--- src/rtl/uart_led_pkg.sv ---
// Shared constants, state encodings and helpers for the UART LED frame receiver.
package uart_led_pkg;

  localparam logic [7:0] SYNC_BYTE = 8'hA5;
  localparam logic [7:0] CMD_RAW   = 8'h01;
  localparam logic [7:0] CMD_LEVEL = 8'h02;

  typedef enum logic [2:0] {R_IDLE, R_START, R_DATA, R_STOP, R_WAIT} rx_state_e;
  typedef enum logic [1:0] {S_SYNC, S_CMD, S_DATA, S_CHK} parse_state_e;

  // Thermometer bar of min(level, 8) lit LEDs, starting from bit 0.
  function automatic logic [7:0] level_to_bar(input logic [7:0] level);
    logic [7:0] bar;
    for (int i = 0; i < 8; i++) bar[i] = (level > 8'(i));
    return bar;
  endfunction

endpackage

--- src/rtl/uart_led_frame_rx_core.sv ---
// 8N1 UART receiver: RXD synchroniser, 16x oversample tick generator and bit FSM.
module uart_rx_core
  import uart_led_pkg::*;
#(
  parameter int CLK_HZ = 50000000,
  parameter int BAUD   = 115200
) (
  input  logic       clk_i,
  input  logic       rst_ni,
  input  logic       rxd_i,
  output logic       tick_o,
  output logic [7:0] byte_o,
  output logic       valid_o,
  output logic       framing_err_o
);

  localparam int OVS_DIV = CLK_HZ / (BAUD * 16);
  localparam int TW      = (OVS_DIV > 1) ? $clog2(OVS_DIV) : 1;

  logic [TW-1:0] div_q;
  logic          tick;
  logic          sync1_q, sync2_q, rxd;
  rx_state_e     state_q, state_d;
  logic [3:0]    os_q, os_d;
  logic [2:0]    bit_q, bit_d;
  logic [7:0]    shift_q, shift_d;
  logic [7:0]    byte_q;
  logic          valid_q, valid_d, ferr_q, ferr_d;

  assign tick = (div_q == TW'(OVS_DIV - 1));
  assign rxd  = sync2_q;

  always_ff @(posedge clk_i or negedge rst_ni) begin
    if (!rst_ni) begin
      div_q   <= '0;
      sync1_q <= 1'b1;
      sync2_q <= 1'b1;
      state_q <= R_IDLE;
      os_q    <= '0;
      bit_q   <= '0;
      byte_q  <= '0;
      valid_q <= 1'b0;
      ferr_q  <= 1'b0;
    end else begin
      div_q   <= tick ? '0 : div_q + 1'b1;
      sync1_q <= rxd_i;
      sync2_q <= sync1_q;
      state_q <= state_d;
      os_q    <= os_d;
      bit_q   <= bit_d;
      if (valid_d) byte_q <= shift_q;
      valid_q <= valid_d;
      ferr_q  <= ferr_d;
    end
  end

  always_ff @(posedge clk_i) shift_q <= shift_d;

  // Bit timing: mid start bit after 8 ticks, then every 16 ticks thereafter.
  always_comb begin
    state_d = state_q;
    os_d    = os_q;
    bit_d   = bit_q;
    shift_d = shift_q;
    if (tick) begin
      unique case (state_q)
        R_IDLE: if (!rxd) begin
          state_d = R_START;
          os_d    = '0;
        end
        R_START: if (os_q == 4'd7) begin
          os_d    = '0;
          bit_d   = '0;
          state_d = rxd ? R_IDLE : R_DATA;
        end else os_d = os_q + 4'd1;
        R_DATA: if (os_q == 4'd15) begin
          os_d    = '0;
          shift_d = {rxd, shift_q[7:1]};
          bit_d   = bit_q + 3'd1;
          if (bit_q == 3'd7) state_d = R_STOP;
        end else os_d = os_q + 4'd1;
        R_STOP: if (os_q == 4'd15) begin
          os_d    = '0;
          state_d = rxd ? R_IDLE : R_WAIT;
        end else os_d = os_q + 4'd1;
        R_WAIT: if (rxd) state_d = R_IDLE;
        default: state_d = R_IDLE;
      endcase
    end
  end

  always_comb begin
    valid_d = 1'b0;
    ferr_d  = 1'b0;
    if (tick && state_q == R_STOP && os_q == 4'd15) begin
      valid_d = rxd;
      ferr_d  = !rxd;
    end
  end

  assign tick_o        = tick;
  assign byte_o        = byte_q;
  assign valid_o       = valid_q;
  assign framing_err_o = ferr_q;

endmodule

--- src/rtl/uart_led_frame_rx.sv ---
// UART command-frame parser (A5 CMD DATA CHK) driving the LED bank, with inter-byte timeout.
module uart_led_frame_rx
  import uart_led_pkg::*;
#(
  parameter int CLK_HZ       = 50000000,
  parameter int BAUD         = 115200,
  parameter int TIMEOUT_BITS = 32
) (
  input  logic       clk_clk,
  input  logic       reset_reset_n,
  input  logic       rs232_rxd,
  output logic [7:0] led_export,
  output logic [7:0] rx_byte,
  output logic       rx_valid,
  output logic       rx_framing_err,
  output logic       frame_ok,
  output logic       frame_err
);

  localparam int TO_TICKS = TIMEOUT_BITS * 16;
  localparam int GW       = $clog2(TO_TICKS + 1);

  logic         tick;
  parse_state_e pstate_q, pstate_d;
  logic [7:0]   cmd_q, cmd_d, data_q, data_d;
  logic [GW-1:0] gap_q, gap_d;
  logic [7:0]   led_q, led_d;
  logic         ok_q, ok_d, ferr_q, ferr_d;
  logic         timeout, chk_ok, cmd_known, in_chk, accept;

  uart_rx_core #(.CLK_HZ(CLK_HZ), .BAUD(BAUD)) u_core (
    .clk_i        (clk_clk),
    .rst_ni       (reset_reset_n),
    .rxd_i        (rs232_rxd),
    .tick_o       (tick),
    .byte_o       (rx_byte),
    .valid_o      (rx_valid),
    .framing_err_o(rx_framing_err)
  );

  always_ff @(posedge clk_clk or negedge reset_reset_n) begin
    if (!reset_reset_n) begin
      pstate_q <= S_SYNC;
      cmd_q    <= '0;
      data_q   <= '0;
      gap_q    <= '0;
      led_q    <= '0;
      ok_q     <= 1'b0;
      ferr_q   <= 1'b0;
    end else begin
      pstate_q <= pstate_d;
      cmd_q    <= cmd_d;
      data_q   <= data_d;
      gap_q    <= gap_d;
      led_q    <= led_d;
      ok_q     <= ok_d;
      ferr_q   <= ferr_d;
    end
  end

  assign timeout = (pstate_q != S_SYNC) && (gap_q == GW'(TO_TICKS));

  // A received byte takes priority over a coincident timeout or resync.
  always_comb begin
    pstate_d = pstate_q;
    cmd_d    = cmd_q;
    data_d   = data_q;
    if (rx_valid) begin
      unique case (pstate_q)
        S_SYNC: if (rx_byte == SYNC_BYTE) pstate_d = S_CMD;
        S_CMD: begin
          cmd_d    = rx_byte;
          pstate_d = S_DATA;
        end
        S_DATA: begin
          data_d   = rx_byte;
          pstate_d = S_CHK;
        end
        default: pstate_d = S_SYNC;
      endcase
    end else if (rx_framing_err || timeout) begin
      pstate_d = S_SYNC;
    end
    if (rx_valid || pstate_q == S_SYNC) gap_d = '0;
    else if (tick && !timeout)          gap_d = gap_q + 1'b1;
    else                                gap_d = gap_q;
  end

  always_comb begin
    chk_ok    = (rx_byte == (cmd_q ^ data_q));
    cmd_known = (cmd_q == CMD_RAW) || (cmd_q == CMD_LEVEL);
    in_chk    = rx_valid && (pstate_q == S_CHK);
    accept    = in_chk && chk_ok && cmd_known;
    ok_d      = accept;
    ferr_d    = (in_chk && !accept) || (!rx_valid && timeout);
    led_d     = led_q;
    if (accept) led_d = (cmd_q == CMD_RAW) ? data_q : level_to_bar(data_q);
  end

  // Framing errors mid-frame are flagged on the same cycle the receiver reports them.
  assign frame_err  = ferr_q || (rx_framing_err && pstate_q != S_SYNC);
  assign frame_ok   = ok_q;
  assign led_export = led_q;

endmodule

--- config.mk ---
export PLATFORM = sky130hd
export DESIGN_NAME = uart_led_frame_rx
export DESIGN_NICKNAME = d
export VERILOG_FILES = /design/src/rtl/uart_led_pkg.sv /design/src/rtl/uart_led_frame_rx_core.sv /design/src/rtl/uart_led_frame_rx.sv
export SDC_FILE = /design/constraint.sdc
export NUM_CORES = 1
export LEC_CHECK = 0
export ABC_AREA = 1
export ABC_CLOCK_PERIOD_IN_PS = 2250
export BUFFER_PORTS_ARGS = -buffer_cell sky130_fd_sc_hd__buf_4
export CORE_AREA = 2 2 100 102
export CTS_BUF_LIST = sky130_fd_sc_hd__clkbuf_16
export CTS_CLUSTER_SIZE = 20
export DETAILED_ROUTE_END_ITERATION = 10
export DIE_AREA = 0 0 102 104
export PLACE_DENSITY = 0.54
export REMOVE_ABC_BUFFERS = 1
export SYNTH_ARGS = -nofsm -noshare
export SYNTH_HDL_FRONTEND = slang
export SYNTH_SLANG_ARGS = --single-unit
export TNS_END_PERCENT = 30
--- constraint.sdc ---
create_clock -name clk_clk -period 2.25 [get_ports clk_clk]
set_input_delay 0.45 -clock clk_clk [delete_from_list [all_inputs] [get_ports clk_clk]]
set_output_delay 0.45 -clock clk_clk [all_outputs]
set_load 0.05 [all_outputs]
Word level (Yosys, flattened, before mapping) --
Cells that the tools add are included.
Storage, ports and cells: flip-flop bits (word level) 73, input bits 3
Operators by class: add/subtract/negate cells 4, $lt $le $gt $ge 8, eq/ne operators 23, mux-type cells 26, bitwise operators 1, reduce and logical (&&, ||, !) cells 34
Operator list (number):
- greater-than comparator 8 x 3 -> 1 bit (second input constant) | 4
- 2-to-1 mux 3 bit | 9
- 2-to-1 mux 10 bit | 2
- greater-than comparator 8 x 1 -> 1 bit (second input constant) | 2
- greater-than comparator 8 x 2 -> 1 bit (second input constant) | 2
- one-hot mux 3 bit (5 select lines) | 1
- 2-to-1 mux 4 bit | 3
- one-hot mux 4 bit (3 select lines) | 1
- adder 10 x 1 -> 10 bit (second input constant) | 1
- equality test 10 bit (second input constant) | 1
- logical AND 1 bit | 10
- inequality test 2 x 1 -> 1 bit (second input constant) | 5
- equality test 8 x 1 -> 1 bit (second input constant) | 1
- equality test 8 x 2 -> 1 bit (second input constant) | 1
- equality test 8 bit | 1
- equality test 8 bit (second input constant) | 1
- 2-to-1 mux 2 bit | 4
- 2-to-1 mux 8 bit | 1
- nonzero test 2 bit | 4
- bitwise XOR 8 bit | 1
- AND reduction 7 bit | 1
- equality test 3 x 2 -> 1 bit (second input constant) | 2
- equality test 3 bit (second input constant) | 2
- one-hot mux 2 bit (3 select lines) | 1
- other kinds (23) | 35

Logic depth before layout (Yosys ltp) --
Gate-level depths: netlist (run 1).
word-level depth 7, mapped depth 11, gate-level depth less buffers 11

Cells and area by module --
A second synthesis (run 1) with hierarchy kept.
Unflattened totals: cells, all modules 505, area total of the unflattened synthesis 3992.6 um^2
By module, submodules not included:
- uart_led_frame_rx | times used 1, cells each 336, area an instance 2377.3 um^2, sequential area each 950.9 um^2
- uart_rx_core | times used 1, cells each 169, area an instance 1615.3 um^2, sequential area each 918.4 um^2

Least setup slack after synthesis (run 1) --
Ideal clock, no wire load.
kind register -> output, from reg u_core.ferr_q, in the netlist u_core.framing_err_o, to out frame_err, arrival 1.447 ns, required time 1.800 ns, path slack 0.353 ns, stages on the path, launching flop included 3, path buffers 0, cells stage by stage dfrtp_1 -> inv_1 -> o21bai_1
Between the ends: cells in the longest elaborated chain, start to end 2
RTL lines:
- start, declared | RTL line uart_led_frame_rx_core.sv:28 | logic valid_q, valid_d, ferr_q, ferr_d;
- start signal, assigned | RTL line uart_led_frame_rx_core.sv:53 | ferr_q <= ferr_d;
- logical AND 1 bit | RTL line uart_led_frame_rx.sv:101 | assign frame_err = ferr_q || (rx_framing_err && pstate_q != S_SYNC);
- logical OR 1 bit | RTL line uart_led_frame_rx.sv:101
- end, declared | RTL line uart_led_frame_rx.sv:17 | output logic frame_err
Every way passes these cells.

Worst setup path after layout (run 1) --
from reg pstate_q[0], to out frame_err
Between the ends: cells in the longest elaborated chain, start to end 3
RTL lines:
- start, declared | RTL line uart_led_frame_rx.sv:24 | parse_state_e pstate_q, pstate_d;
- start signal, assigned | RTL line uart_led_frame_rx.sv:51 | pstate_q <= pstate_d;
- nonzero test 2 bit | RTL line uart_led_frame_rx.sv:101
- logical AND 1 bit | RTL line uart_led_frame_rx.sv:101
- logical OR 1 bit | RTL line uart_led_frame_rx.sv:101
Every way passes these cells.

==> results of run 1 <==
==> report_power, final <==
group          leakage [nW]  switching [mW]  internal [mW]
sequential            0.956         0.00346           1.33
combinational          1.01          0.0271        0.00499
clock                 0.148           0.593          0.823
==> synth_stat cells (2+ instances only) <==
library cell	number
a21oi_1	6
clkbuf_1	2
nand3_2	2
o21bai_1	11
o211ai_1	2
and2_1	3
dfrtp_1	63
o21ai_1	3
nor2_1	38
nor2_4	7
nor3_1	3
edfxtp_1	8
inv_2	2
nand2_1	134
nand3_1	46
inv_1	62
dfstp_2	2
o21ai_0	38
nor2_2	2
ha_1	11
xor2_1	5
nand4_1	7
==> metrics by stage <==
step / util / cell area, sq um / cells / hold slack, ns
4_1_cts: 0.4615 / 4407 / 638 / 0.2106
5_1_grt: 0.4615 / 4407 / 638 / 0.2042
2_1_floorplan: - / 3769 / 466 / 0.1544
6_report: 0.4615 / 4407 / 638 / 0.1905
3_5_place_dp: 0.4302 / 4108 / 622 / 0.3479
3_3_place_gp: 0.4302 / 4108 / 622 / 0.3468
==> state kept, by name, indices dropped and copies added, names as in the netlist <==
register              cells
gap_q                    10
cmd_q                     8
data_q                    8
led_export                8
u_core.byte_o             8
u_core.shift_q            8
u_core.div_q              5
u_core.os_q               4
u_core.bit_q              3
u_core.state_q            3
pstate_q                  2
ferr_q                    1
frame_ok                  1
u_core.framing_err_o      1
u_core.rxd                1
u_core.sync1_q            1
u_core.valid_o            1
==> worst max-delay path, stage by stage, from the launching register on <==
cell      delay, ns
dfrtp_1        0.39
inv_1          0.08
ha_1           0.27
o21bai_1       0.19
buf_4          0.22
==> routing by layer <==
layer | vias up | global-route usage | part of all wire
met4 | 0 | 0.05714 | 0.016
met2 | 38 | 0.2430 | 0.46
met1 | 1401 | 0.2224 | 0.50
met5 | - | 0 | 0
met3 | 9 | 0.02890 | 0.026
li1 | 1568 | - | -
==> worst max-delay path by stage <==
stage	start	end	slack, ns	cells past startpoint
6_report	pstate_q[0]	frame_err	0.32	4
5_1_grt	pstate_q[1]	frame_err	0.23	4
4_1_cts	pstate_q[0]	frame_err	0.29	4
3_5_place_dp	pstate_q[0]	gap_q[3]	0.47	10
3_3_place_gp	pstate_q[0]	gap_q[3]	0.48	10
2_1_floorplan	u_core.framing_err_o	frame_err	0.35	2
==> area by class of cell <==
| type | instances | share of cell area |
|---|---|---|
| repair buffers | 23 | 0.03918 |
| multi-input cells | 327 | 0.3739 |
| flip-flops and latches | 73 | 0.4242 |
| well taps | 133 | 0.03776 |
| inverters | 66 | 0.05707 |
| clock inverters | 6 | 0.01107 |
| clock buffers | 10 | 0.05679 |
==> cells by family (layout without fill, tap and decap cells) <==
kind of cell    after synthesis  after routing  synth area share
flops                        73             73            0.4929
compound gates               64             64           0.09568
simple gates                246            246            0.2887
xor+xnor                      6              6           0.01386
buf+inv                      70            105           0.07258
fa+ha+maj                    11             11           0.03629
==> key figures, run 1 <==
Status
  – Status: completed

Timing
  – RSZ-0062 raised after global routing: false
  – Tcrit/Tclk final: 0.8572
  – Final setup violating endpoints: 0
  – Pins over their slew limit: 0
  – Worst Setup Slack, final: 0.3213 ns
  – Setup TNS: 0 ns
  – Slew headroom: 0.4633
  – Clk_skew: 0.01198 ns
  – Fin. Hold Viols: 0
  – Worst-Margin Slew: 0.8050 ns
  – Final min period: 1.929 ns
  – Fmax: 0.5185 GHz

Flow run
  – Max Cap Viol: 0

Pwr
  – Leakage power: 2.118 nW
  – Pwr/cell area: 632.2 mW/mm^2
  – Pwr Total: 2.786 mW
  – VDD IR-drop max: 0.0004144 V

Synthesis
  – Synth area leaders: dfrtp_1, nand2_1, edfxtp_1, inv_1, nand3_1
  – Number of synthesized flops with an enable pin: 8
  – Warnings from Yosys: 0
  – Yosys top cell by area: dfrtp_1
  – Area share of the largest cell type after synthesis: 0.4157
  – Mean Syn Cell Area: 8.069 sq um
  – Seq/Total Area, Yosys: 0.4929
  – Synthesized cell area: 0.003792 sq mm
  – Post-synthesis register bit count: 73
  – Synth Instances: 470
  – Netlist cell types: 35
  – Synth Flop Type: dfrtp_1
  – FFs w/ async S/R, synth: 0.8904

GRT
  – Total track usage: 0.1581
  – First-pass GRT wire length: 13410 um
  – GRT overflow: 0
  – Vias in the first global route: 2881
  – Initial antenna violation count: 0
  – Largest net degree at the start of global routing: 66

Clocking
  – Hold Buf Count CTS: 0
  – Root Driver: clkbuf_16
  – Setup Fix Bufs, Post-CTS: 0
  – CTS Buf Count: 9
  – H-tree Lvls: 3
  – Skew-Pair Late Insertion Delay: 0.34 ns
  – Max Buffers Root-to-Sink: 2
  – Reg clk slew, reported paths: 0.06 ns
  – PostCTS Resize Cnt: 0
  – Clk sinks: 73
  – CTS tree: yes

Setup path
  – WP data arrival: 1.48 ns
  – CP max FO: 5
  – R2R cell count: 9
  – Worst Path Required: 1.80 ns
  – Reg2reg end: gap_q[2]
  – R2r setup slk: 0.48 ns
  – Worst setup SP type: flop
  – Type of the worst setup path: reg2out
  – R2r startpoint: pstate_q[0]
  – Crit. End Element: output pin

Drt
  – Vias: 3016
  – Routed wire length: 7729 um
  – DR vias/cell: 4.727
  – DRT iter0 DRCs: 120
  – First-pass DRT Iterations: 4
  – DR DRC count: 0
  – Post-route ant nets: 0
  – Drt wl/cell: 12.11 um

Placed design
  – Routability Congestion: 0.8075
  – Post-DP HPWL: 5679 um
  – Port Buffers: 22
  – Pre-CTS setup slack: 0.4710 ns

Final layout
  – Layout cell share with drive strength beyond 1: 0.1188
  – Area of the multi-input gates: 0.001648 sq mm
  – ANT cells: 0
  – Commonest cells after routing, fill and taps aside: nand2_1, dfrtp_1, inv_1
  – Most common cell after layout, fill and taps aside: nand2_1
  – Filler Cells Inserted: 989
  – Nets: 514
  – Layout Area Growth over Synthesis: 16.20%
  – Register area: 0.001869 sq mm

Floorplanning
  – Cell Rows: 36
  – Die Ht: 104 um
  – Die ar.: 0.01061 sq mm
  – Core ar.: 0.009549 sq mm
  – I/O pin cnt: 23
  – Die W: 102 um
  – Starting density of the core: 0.3971

Min path
  – Hold/Removal Path Class: in2async
Power figures use the tool's default switching activity.
==> inputs of run 2 (changes only) <==
--- a/config.mk
+++ b/config.mk
@@ -6,7 +6,7 @@
 export NUM_CORES = 1
 export LEC_CHECK = 0
 export ABC_AREA = 1
-export ABC_CLOCK_PERIOD_IN_PS = 2250
+export ABC_CLOCK_PERIOD_IN_PS = 2000
 export BUFFER_PORTS_ARGS = -buffer_cell sky130_fd_sc_hd__buf_4
 export CORE_AREA = 2 2 100 102
 export CTS_BUF_LIST = sky130_fd_sc_hd__clkbuf_16
@@ -14,6 +14,7 @@
 export DETAILED_ROUTE_END_ITERATION = 10
 export DIE_AREA = 0 0 102 104
 export PLACE_DENSITY = 0.54
+export RECOVER_POWER = 25
 export REMOVE_ABC_BUFFERS = 1
 export SYNTH_ARGS = -nofsm -noshare
 export SYNTH_HDL_FRONTEND = slang
==> constraint.sdc (replaced) <==
create_clock -name clk_clk -period 2 [get_ports clk_clk]
set_input_delay 0.4 -clock clk_clk [delete_from_list [all_inputs] [get_ports clk_clk]]
set_output_delay 0.4 -clock clk_clk [all_outputs]
set_load 0.05 [all_outputs]
==> run 2 against run 1 <==
Net effect: the run now ends with max-capacitance violations, max-slew violations left; largest cell class unchanged; sequential cell count unchanged; global-route usage down 0.059 points; non-clock buffer count up 2; register-to-register slack worse by 0.24 ns; combinational power up 21%; sequential power up 13%; critical path depth unchanged; sequential share of layout area down 0.51 points; wire length about the same; critical endpoint unchanged.
==> key figures, run 2 (synthesis results as in run 1) <==
Clocking
  – CTS Buf Count: 9
  – Clk sinks: 73
  – H-tree Lvls: 3
  – Reg clk slew, reported paths: 0.06 ns
  – Max Buffers Root-to-Sink: 2
  – Skew-Pair Late Insertion Delay: 0.33 ns
  – Hold Buf Count CTS: 0
  – Setup Fix Bufs, Post-CTS: 0
  – PostCTS Resize Cnt: 0
  – CTS tree: yes
  – Root Driver: clkbuf_16

Min path
  – Hold/Removal Path Class: in2reg
  – Cells on Worst Hold Path: 1

Setup path
  – R2R cell count: 8
  – CP max FO: 5
  – Worst setup path end: frame_err
  – WP data arrival: 1.51 ns
  – Type of the worst setup path: reg2out
  – Crit. End Element: output pin
  – R2r startpoint: u_core.div_q[0]
  – R2r setup slk: 0.24 ns
  – Crit. Startpoint: pstate_q[0]
  – Worst Path Required: 1.60 ns
  – Worst setup SP type: flop
  – Reg2reg end: u_core.shift_q[4]

Placed design
  – Routability Congestion: 0.7927
  – Port Buffers: 22
  – Pre-CTS setup slack: 0.2095 ns
  – Post-DP HPWL: 5656 um

Floorplanning
  – Core ar.: 0.009549 sq mm
  – Die Ht: 104 um
  – Cell Rows: 36
  – Die W: 102 um
  – I/O pin cnt: 23
  – Die ar.: 0.01061 sq mm
  – Starting density of the core: 0.3971

Final layout
  – ANT cells: 0
  – Largest Register: gap_q
  – Final Core Density: 0.4671
  – Layout Area Growth over Synthesis: 17.62%
  – Nets: 516
  – Area of the multi-input gates: 0.001648 sq mm
  – Most common cell after layout, fill and taps aside: nand2_1
  – Largest register FFs: 10
  – Filler Cells Inserted: 956
  – Layout cell share with drive strength beyond 1: 0.1183
  – Commonest cells after routing, fill and taps aside: nand2_1, dfrtp_1, inv_1
  – Register area: 0.001869 sq mm

Drt
  – Vias: 3052
  – Routed wire length: 7727 um
  – Post-route ant nets: 0
  – First-pass DRT Iterations: 5
  – DR DRC count: 0
  – DRT iter0 DRCs: 137
  – Drt wl/cell: 12.07 um
  – DR vias/cell: 4.769

Timing
  – RSZ-0062 raised after global routing: false
  – Final setup violating endpoints: 0
  – Worst-Margin Slew: 1.660 ns
  – Tcrit/Tclk final: 0.9555
  – Slew headroom: -0.1069
  – Worst Setup Slack, final: 0.08897 ns
  – Setup TNS: 0 ns
  – Fin. Hold Viols: 0
  – Fmax: 0.5233 GHz
  – Clk_skew: 0.006423 ns
  – Pins over their slew limit: 30
  – Final min period: 1.911 ns

Flow run
  – Max Cap Viol: 1

GRT
  – First-pass GRT wire length: 13500 um
  – Largest net degree at the start of global routing: 38
  – Initial antenna violation count: 0
  – Vias in the first global route: 2871
  – GRT overflow: 0
  – Total track usage: 0.1575

Status
  – Failing checks: max-capacitance violations, max-slew violations
  – Status: finished with violations

Pwr
  – Pwr/cell area: 749.0 mW/mm^2
  – Pwr Total: 3.341 mW
  – Leakage power: 2.134 nW
  – VDD IR-drop max: 0.0004328 V
run 2: critical path, cell delays in order (launching register included):
cell	delay, ns
dfrtp_1	0.40
inv_1	0.09
ha_1	0.27
o21bai_1	0.20
buf_4	0.23
run 2: worst min path at each step:
stage | startpoint | endpoint
floorplan | reset_reset_n | cmd_q[0]
global placement | u_core.sync1_q | u_core.rxd
detailed placement | u_core.sync1_q | u_core.rxd
CTS | reset_reset_n | led_export[5]
global route | rs232_rxd | u_core.sync1_q
finish | rs232_rxd | u_core.sync1_q
run 2: report_power, final:
part,internal (mW),switching [mW]
Combinational,0.00670,0.0322
Clock,1.17,0.629
Sequential,1.50,0.00370
Total,2.68,0.664
run 2: layout make-up:
class                      count  share of cell area
sequential                    73              0.4191
clock inverter                 6             0.01964
inverter                      66             0.05638
clock buffer                  10             0.05610
timing repair buffer          25             0.04208
multi-input combinational    327              0.3694
tap                          133             0.03731
run 2: routing by layer:
layer  track usage  routed length (um)  vias to the layer above
met1        0.2242                3796                     1401
met5             0                   0                        -
met3       0.03293                 289                       15
met2        0.2354                3461                       54
li1              -                   -                     1582
met4       0.05810                 180                        0
run 2: per-stage QoR:
| stage | instances | instance area, sq um | hold slack [ns] |
|---|---|---|---|
| 2_1_floorplan | 466 | 3769 | 0.1044 |
| 3_3_place_gp | 624 | 4135 | 0.3469 |
| 3_5_place_dp | 624 | 4135 | 0.3476 |
| 4_1_cts | 640 | 4473 | 0.01482 |
| 5_1_grt | 640 | 4461 | 0.1617 |
| 6_report | 640 | 4461 | 0.1749 |
==> inputs of run 3 (changes only) <==
--- a/config.mk
+++ b/config.mk
@@ -16,6 +16,7 @@
 export PLACE_DENSITY = 0.54
 export RECOVER_POWER = 25
 export REMOVE_ABC_BUFFERS = 1
+export SETUP_SLACK_MARGIN = 0.15
 export SYNTH_ARGS = -nofsm -noshare
 export SYNTH_HDL_FRONTEND = slang
 export SYNTH_SLANG_ARGS = --single-unit
==> run 3 against run 2 <==
Net effect: the run still ends with max-capacitance violations, max-slew violations left; clock skew grew 0.00066 ns; first-iteration DRC count grew 15%; non-clock buffer count grew 5; power is essentially flat; critical path depth is the same; worst hold slack is essentially flat; critical path type unchanged; largest cell class unchanged.
==> key figures, run 3 (synthesis results as in run 1) <==
Setup path
  – Crit. Startpoint: pstate_q[0]
  – CP max FO: 5
  – R2r startpoint: u_core.div_q[0]
  – Worst setup SP type: flop
  – R2r setup slk: 0.21 ns
  – Worst Path Required: 1.60 ns
  – Crit path buf inv count: 2
  – Slowest Stage Delay on Critical Path: 0.36 ns
  – Crit. End Element: output pin
  – R2R cell count: 9
  – Largest delay contributor family on the critical path: flip-flops
  – Type of the worst setup path: reg2out
  – Reg2reg end: u_core.shift_q[6]
  – Critical-path cell list: inv_1 > ha_2 > o21bai_1 > buf_4
  – Max stage delay cell, worst path: dfrtp_1
  – WP data arrival: 1.39 ns

Clocking
  – Max Buffers Root-to-Sink: 2
  – Root Driver: clkbuf_16
  – Skew-Pair Late Insertion Delay: 0.33 ns
  – CTS Buf Count: 9
  – H-tree Lvls: 3
  – CTS tree: yes
  – Clk sinks: 73
  – Reg clk slew, reported paths: 0.06 ns

Timing
  – Setup TNS: 0 ns
  – Clk_skew: 0.007087 ns
  – Final min period: 1.788 ns
  – Fin. Hold Viols: 0
  – Final hold slack: 0.1747 ns
  – Worst-Margin Slew: 1.688 ns
  – Tcrit/Tclk final: 0.8940
  – Pins over their slew limit: 29
  – RSZ-0062 raised after global routing: true
  – Final setup violating endpoints: 0
  – Fmax: 0.5593 GHz
  – Slew headroom: -0.1254

Pwr
  – VDD IR-drop max: 0.0004293 V
  – Clock power frac: 0.537
  – P_sw: 664.2 uW
  – Pwr/cell area: 739.2 mW/mm^2
  – Leakage power: 2.166 nW
  – Fraction of power spent switching nets: 0.1987
  – Pwr Total: 3.343 mW
  – Internal power: 2.679 mW
  – Combinational Power Share: 0.012
  – Seq pwr share: 0.450

Placed design
  – Post-DP HPWL: 5656 um
  – Routability Congestion: 0.7927
  – Port Buffers: 22

Final layout
  – Commonest cells after routing, fill and taps aside: nand2_1, dfrtp_1, inv_1
  – Most common cell after layout, fill and taps aside: nand2_1
  – Layout cell share with drive strength beyond 1: 0.1309
  – Largest Register: gap_q
  – ANT cells: 0
  – Largest register FFs: 10
  – Final Core Density: 0.4735
  – Layout Area Growth over Synthesis: 19.23%
  – Nets: 521

Drt
  – Drt wl/cell: 12.24 um
  – Routed wire length: 7893 um
  – DR DRC count: 0
  – Vias: 3088
  – First-pass DRT Iterations: 4
  – Post-route ant nets: 0
  – DRT iter0 DRCs: 158
  – DR vias/cell: 4.788

GRT
  – GRT overflow: 0
  – Initial antenna violation count: 0
  – Total track usage: 0.1582
  – Largest net degree at the start of global routing: 38
  – First-pass GRT wire length: 13560 um
  – Vias in the first global route: 2886

Floorplanning
  – Core ar.: 0.009549 sq mm
  – Starting density of the core: 0.3971
  – Die Ht: 104 um
  – Die ar.: 0.01061 sq mm
  – Die W: 102 um
  – I/O pin cnt: 23
  – Cell Rows: 36

Flow run
  – Max Cap Viol: 1

Min path
  – Worst Min Path Start: rs232_rxd
  – Worst hold endpoint: u_core.sync1_q
  – Hold/Removal Path Class: in2reg
  – Cells on Worst Hold Path: 1

Status
  – Status: finished with violations
  – Failing checks: max-capacitance violations, max-slew violations
-- run 3: worst register-to-register path, stage by stage, from the launching register on --
cell     delay, ns
dfrtp_1       0.40
inv_1         0.08
ha_1          0.17
nand3_2       0.11
nor2_4        0.22
inv_4         0.09
nor2_4        0.11
inv_2         0.06
nor2_4        0.12
buf_12        0.14
-- run 3: power groups by stage --
| stage | logic [mW] | clock network (mW) | registers [mW] |
|---|---|---|---|
| floorplan | 0.00808 | 0 | 1.53 |
| CTS | 0.0455 | 1.84 | 1.51 |
| global route | 0.0506 | 1.91 | 1.50 |
| detailed placement | 0.0454 | 0 | 1.53 |
| global placement | 0.0452 | 0 | 1.53 |
| finish | 0.0414 | 1.80 | 1.51 |
-- run 3: worst max-delay path by stage --
| stage | to | slack (ns) | cells after the start |
|---|---|---|---|
| after detailed placement | gap_q[2] | 0.21 | 9 |
| after CTS | u_core.shift_q[2] | 0.20 | 8 |
| final | frame_err | 0.21 | 4 |
| after global placement | u_core.shift_q[0] | 0.28 | 8 |
| after global routing | data_q[4] | 0.08 | 1 |
| after floorplan | frame_err | 0.15 | 2 |
-- run 3: routing by layer --
metal / routed length, um / GRT usage / share of wire / up-vias
met1: 3944 / 0.2247 / 0.50 / 1435
met5: 0 / 0 / 0 / -
met3: 197 / 0.03293 / 0.025 / 15
li1: - / - / - / 1594
met2: 3571 / 0.2373 / 0.45 / 44
met4: 180 / 0.05810 / 0.023 / 0
-- run 3: final cells by class --
| class | count | area, sq um |
|---|---|---|
| clock buffer | 10 | 250.2 |
| multi-input combinational | 327 | 1650 |
| tap | 133 | 166.4 |
| timing repair buffer | 30 | 246.5 |
| fill | 950 | 5027 |
| sequential | 73 | 1869 |
| inverter | 66 | 251.5 |
| clock inverter | 6 | 87.58 |
-- run 3: timing repair --
item                                    in CTS  in global routing
pin swaps                                    1                  2
gates cloned                                 0                  0
gates resized for setup                      1                  1
setup buffers                                2                  3
endpoints found under the setup margin       1                 11
hold buffers                                 0                  0
-- run 3: stage by stage --
step                      instances  area [sq um]  setup WS [ns]
final                           645          4522         0.2119
after global routing            645          4522        0.08187
after CTS                       642          4491         0.2013
after detailed placement        624          4135         0.2095
after global placement          624          4135         0.2765
after floorplan                 466          3769         0.1528
